--- config.mk ---
export PLATFORM = sky130hd
export DESIGN_NAME = word_byte_serializer
export DESIGN_NICKNAME = d
export VERILOG_FILES = /design/src/rtl/word_byte_serializer.sv
export SDC_FILE = /design/constraint.sdc
export NUM_CORES = 1
export LEC_CHECK = 0
export CAP_MARGIN = 20
export CORE_UTILIZATION = 50
export CTS_CLUSTER_SIZE = 10
export DETAILED_ROUTE_END_ITERATION = 10
export GPL_ROUTABILITY_DRIVEN = 0
export PLACE_DENSITY = 0.95
export SYNTH_ARGS = -nofsm -noshare
export SYNTH_HDL_FRONTEND = slang
export SYNTH_SLANG_ARGS = --single-unit
--- constraint.sdc ---
create_clock -name clk -period 3.7 [get_ports clk]
set_input_delay 0.37 -clock clk [delete_from_list [all_inputs] [get_ports clk]]
set_output_delay 0.37 -clock clk [all_outputs]
set_load 0.01 [all_outputs]
--- src/rtl/word_byte_serializer.sv ---
// word_byte_serializer: turns one accepted 32-bit word into 1..4 byte
// transfers, MSB-lane or LSB-lane first, with no bubble between words.
//
// Ports:
//   clk, reset             clock, synchronous active-high reset
//   in_valid/in_ready      word-side handshake
//   in_data, in_len,       word, byte count minus 1, lane order
//   in_lsb_first           (all latched on accept)
//   out_valid/out_ready    byte-side handshake
//   out_byte, out_last     current byte, final byte of its word
//   busy                   a word is held
//   words_done             completed-word counter, wraps
module word_byte_serializer #(
    parameter int CNT_W = 16
) (
    input  logic             clk,
    input  logic             reset,
    input  logic             in_valid,
    output logic             in_ready,
    input  logic [31:0]      in_data,
    input  logic [1:0]       in_len,
    input  logic             in_lsb_first,
    output logic             out_valid,
    input  logic             out_ready,
    output logic [7:0]       out_byte,
    output logic             out_last,
    output logic             busy,
    output logic [CNT_W-1:0] words_done
);

    typedef enum logic {
        IDLE,
        SEND
    } state_t;

    state_t           state_q, state_nx;
    logic [31:0]      hold_q, hold_nx;
    logic [1:0]       len_q, len_nx;
    logic             lsb_q, lsb_nx;
    logic [1:0]       idx_q, idx_nx;
    logic [CNT_W-1:0] cnt_q, cnt_nx;

    logic             in_acc;
    logic             out_xfer;
    logic [1:0]       lane;

    // lane 0 is [31:24]; LSB-first walks the lanes from the bottom up
    assign lane = lsb_q ? (2'd3 - idx_q) : idx_q;

    always_comb begin
        unique case (lane)
            2'd0:    out_byte = hold_q[31:24];
            2'd1:    out_byte = hold_q[23:16];
            2'd2:    out_byte = hold_q[15:8];
            default: out_byte = hold_q[7:0];
        endcase
    end

    assign out_valid  = (state_q == SEND);
    assign busy       = (state_q == SEND);
    assign out_last   = (state_q == SEND) && (idx_q == len_q);
    assign words_done = cnt_q;

    // a new word may enter while the last byte of the old one leaves
    assign in_ready = !reset &&
                      ((state_q == IDLE) || (out_ready && out_last));

    assign in_acc   = in_valid && in_ready;
    assign out_xfer = out_valid && out_ready;

    always_comb begin
        state_nx = state_q;
        hold_nx  = hold_q;
        len_nx   = len_q;
        lsb_nx   = lsb_q;
        idx_nx   = idx_q;
        cnt_nx   = cnt_q;

        case (state_q)
            IDLE: begin
                if (in_acc) begin
                    hold_nx  = in_data;
                    len_nx   = in_len;
                    lsb_nx   = in_lsb_first;
                    idx_nx   = 2'd0;
                    state_nx = SEND;
                end
            end
            SEND: begin
                if (out_xfer) begin
                    if (out_last) begin
                        cnt_nx   = cnt_q + CNT_W'(1);
                        state_nx = IDLE;
                        if (in_acc) begin
                            hold_nx  = in_data;
                            len_nx   = in_len;
                            lsb_nx   = in_lsb_first;
                            idx_nx   = 2'd0;
                            state_nx = SEND;
                        end
                    end else begin
                        idx_nx = idx_q + 2'd1;
                    end
                end
            end
            default: state_nx = IDLE;
        endcase
    end

    always_ff @(posedge clk) begin
        if (reset) begin
            state_q <= IDLE;
            hold_q  <= 32'h0;
            len_q   <= 2'd0;
            lsb_q   <= 1'b0;
            idx_q   <= 2'd0;
            cnt_q   <= '0;
        end else begin
            state_q <= state_nx;
            hold_q  <= hold_nx;
            len_q   <= len_nx;
            lsb_q   <= lsb_nx;
            idx_q   <= idx_nx;
            cnt_q   <= cnt_nx;
        end
    end

endmodule

Word level (Yosys, flattened, before mapping)
Index checks and enable logic that the tools add are counted.
{"block": "op_classes", "n_addsub": 3, "n_mux": 22, "n_mul": 0, "n_eq_ne": 5, "shift": 0, "n_reduce_logical": 10, "div": 0, "bitwise": 1, "magnitude_cmp": 0}
{"op": "$mux 32", "n": 3}
{"op": "$pmux 32 s2", "n": 1}
{"op": "$pmux 8 s3", "n": 1}
{"op": "$add 16x1->16 const B", "n": 1}
{"op": "$mux 2", "n": 7}
{"op": "$pmux 2 s2", "n": 2}
{"op": "$mux 1", "n": 6}
{"op": "$logic_and 1x1->1", "n": 5}
{"op": "$pmux 1 s2", "n": 2}
{"op": "$reduce_and 3->1", "n": 1}
{"op": "$add 2x1->2 const B", "n": 1}
{"op": "$eq 2x1->1 const B", "n": 1}
{"op": "$eq 2x2->1", "n": 1}
{"op": "$eq 2x2->1 const B", "n": 1}
{"op": "$logic_not 2->1", "n": 1}
{"op": "$ne 2x1->1 const B", "n": 1}
{"op": "$ne 2x2->1 const B", "n": 1}
{"op": "$reduce_and 2->1", "n": 1}
{"op": "$sub 2x2->2 const A", "n": 1}
{"op": "$logic_not 1->1", "n": 1}
{"op": "$logic_or 1x1->1", "n": 1}
{"op": "$not 1->1", "n": 1}
{"block": "totals", "regBits": 54, "mem_bits_ro": 0, "memories": 0, "mem_bits_rw": 0, "latch_bits": 0, "inputBits": 39}

Logic depth before layout (Yosys ltp)
{"block": "depth", "depth_word": 10, "mapped_depth": 7, "depth_no_buf": 5}

Worst setup path after synthesis
Ideal clock, no wire load.
{"block": "synth_path", "kind": "flip-flop to output port", "start": "reg idx_q[0]", "end": "out out_byte[3]", "n_path_buf": 1, "setup_slack_ps": 1856, "t_arrival_ps": 1474, "t_required_ps": 3330, "stages_incl_launch_ff": 4, "path_cell_list": "dfxtp_1 buf_2 xnor2_2 mux4_2"}
{"block": "synth_between", "elab_chain_len": 4}
{"item": "from (decl)", "line_no": "40", "text": "logic [1:0] idx_q, idx_nx;"}
{"item": "from (signal assigned)", "line_no": "123", "text": "idx_q <= idx_nx;"}
{"item": "$sub 2x2->2", "line_no": "48", "text": "assign lane = lsb_q ? (2'd3 - idx_q) : idx_q;"}
{"item": "$mux 2 (*)", "line_no": "48"}
{"item": "$eq 2x2->1, or another cell as far along", "line_no": "51", "text": "unique case (lane)"}
{"item": "$pmux 8 s3 (*)", "line_no": "51"}
{"item": "to (decl)", "line_no": "25", "text": "output logic [7:0] out_byte,"}
Mark *: on every way between the ends. The rest lies on a longest branch, timed or not.

Final worst setup path
{"block": "layout_path", "start": "reg idx_q[1]", "end": "out out_byte[2]"}
Same word-level chain as after synthesis.

==> summary.md <==
| Metric | Value |
|---|---|
| DR vias/cell | `5.64` |
| PnR worst setup slack | `0.927 ns` |
| R2R Path Start | `idx_q[1]` |
| Cell Area, Placed | `2980 µm²` |
| Layout area overhead | `34.1%` |
| # resized after CTS | `0` |
| Reg-to-reg endpoint | `hold_q[7]` |
| Adder-Cell Fraction of Synth Area | `0.545%` |
| Placed cell count | `320` |
| Final #Nets | `315` |
| Leakage | `1.18 nW` |
| Root Driver | `clkbuf_8` |
| Total track usage | `20.4%` |
| WL/cell | `15.0 µm` |
| Post-route cell area | `3080 µm²` |
| Synthesized flop and latch total | `54` |
| Share of cells above drive strength 1 | `9.42%` |
| Hold WS | `0.491 ns` |
| Worst-path clk slew | `0.11 ns` |
| Total Neg Setup Slack | `0 ns` |
| Mux contribution to synthesized area | `9.27%` |
| Final setup viols | `0` |
| Cell Pwr Density | `374 nW/µm²` |
| ANT nets after route | `0` |
| Final Cycle Share | `75.0%` |
| Core area | `4380 µm²` |
| IO buf count | `66` |
| Largest area contributor in the netlist | `dfxtp_1` |
| CTS H-tree depth | `2` |
| Max_slew headroom | `55.9%` |
| Fin. max-slew vios | `0` |
| Design Power | `1.15 mW` |
| Crit path kind | `reg2out` |
| Synth warn | `0` |
| Top_reg_cell synth | `dfxtp_1` |
| Worst hold stages | `1` |
| Reg-to-reg slack, setup | `1.63 ns` |
| Global route total overflow | `0` |
| Unrepaired setup endpoints after global routing | `false` |
| Crit path capture type | `output pin` |
| Post-synth ARST share | `0%` |
| Synth top area share | `47.1%` |
| R2r worst-path depth | `5` |
| Pin count of the biggest net entering global routing | `36` |
| Largest family of logic cells by synthesized area | `compound AO/OA/AOI/OAI gates` |
| CTS tree | `yes` |
| Number of synthesized flops with an enable pin | `0` |
| Synth Area per Inst | `10.8 µm²` |
| DRT Pass-1 Iters | `4` |
| Post-synthesis compound-gate area fraction | `19.1%` |
| Filler instances | `318` |
| Worst VDD drop | `0.216 mV` |
| Final HPWL DP | `3360 µm` |
| Setup Fix Bufs, Post-CTS | `0` |
| Worst hold-check path type | `reg2reg` |
| Mapped Area | `2290 µm²` |
| Pre-CTS worst setup slack | `1.27 ns` |
| Post-layout min period | `2.77 ns` |
| Initial DRC count | `127` |
| Vias in the first global route | `1737` |
| Hold_sp | `hold_q[20]` |
| Syn_nets | `253` |
| I/O Pins | `67` |
| First-pass GRT wire length | `7910 µm` |
| Hold_buf cts | `0` |
| Die height | `69.7 µm` |
| DRC | `0` |
| Starting Density | `52.3%` |
| CTS max path bufs | `2` |
| Finished Layout Cells | `328` |
| Sequential element share of the synthesized area | `47.1%` |
| Unique masters post-synth | `35` |
| Initial antenna violation count | `0` |
| Clk_lat worst skew | `0.31 ns` |
| Worst Hold End | `hold_q[20]` |
| Die ar. | `4860 µm²` |
| Cell with the most instances after synthesis | `dfxtp_1` |
| Ant diodes | `0` |
| Synth top area cells | `dfxtp_1, a22o_1, mux4_2` |
| WL final | `4910 µm` |
| Worst path arrival time | `2.40 ns` |
| Post-synthesis simple-gate area fraction | `15.2%` |
| Clk sink count | `54` |
| Post-synthesis xor/xnor area fraction | `4.74%` |
| Total CTS buffers | `5` |
| Most frequent cells after synthesis | `dfxtp_1, a22o_1, nor2_1` |
| Worst slew pin tran | `0.658 ns` |
| Worst Clk Skew | `0.00762 ns` |
| Chip Width | `69.7 µm` |
| Fin. Hold Viols | `0` |
| Final Util | `70.2%` |
| Critical Path RT | `3.33 ns` |
| Max FO, Critical Path | `8` |
| FP Rows | `24` |
| Via count | `1851` |
| Max Cap Violations | `0` |
| CP Launch Type | `register` |
| Status | `finished clean` |
| Fmax | `361 MHz` |
| Cell count after synthesis | `213` |
[kinds of logic (layout without fill, tap and decap cells)]
family                     Yosys count  count (layout)
and+or+nand+nor                     61              61
AOI/OAI and AO/OA                   58              58
DFF                                 54              54
buffers and inverters               19              82
muxes                               11              11
xor gates and xnor gates             9               9
adders and majority gates            1               1
[cell usage in the layout (no fill, tap or decap), drive strengths merged, types with 2 or more instances in the layout]
cell type,instances
a21oi,10
a22o,35
and3,3
and4,4
buf,3
clkbuf,5
clkdlybuf4s50,66
dfxtp,54
inv,7
mux2,2
mux4,8
nand2,7
nand2b,3
nand3,4
nand3b,2
nand4,7
nor2,13
nor2b,8
o21ai,10
or3,5
or4,3
xnor2,5
xor2,4
[worst max path at each step]
stage	startpoint	end	slack [ns]	depth (start not counted)
after floorplan	idx_q[0]	out_byte[3]	1.86	3
after global placement	out_ready	hold_q[28]	1.13	4
after detailed placement	idx_q[1]	out_byte[0]	1.27	3
after CTS	idx_q[1]	out_byte[2]	0.88	3
after global routing	idx_q[1]	out_byte[2]	0.76	3
final	idx_q[1]	out_byte[2]	0.93	3
[layout make-up]
type	instances	area, µm²	share of cell area (%)
flip-flops and latches	54	1080	35.1
inverters	5	18.8	0.610
well taps	52	65.1	2.11
multi-input cells	140	1120	36.5
repair buffers	69	691	22.4
clock inverters	3	28.8	0.935
clock buffers	5	68.8	2.24
[registers in the layout (all words and copies together), names as in the netlist]
register and count:
idx_q 2, words_done 16, len_q 2, lsb_q 1
busy 1, hold_q 32
[routing by layer]
metal / GRT usage [%] / vias to the layer above / wire (µm)
met3: 4.65 / 6 / 221
li1: - / 919 / -
met2: 33.1 / 54 / 2400
met4: 6.67 / 0 / 58
met5: 0 / - / 0
met1: 26.9 / 872 / 2230
[power breakdown]
part	leakage [nW]	total (mW)	switching [mW]	internal, mW
combinational	0.693	0.171	0.0660	0.105
clock	0.0506	0.351	0.209	0.142
sequential	0.441	0.629	0.0205	0.609
total	1.18	1.15	0.295	0.856
[worst max-delay path, stage by stage (launching register included)]
cell	delay, ns
dfxtp_1	0.51
xor2_2	0.50
mux4_2	0.59
clkdlybuf4s50_1	0.49
Power figures use the tool's default switching activity.
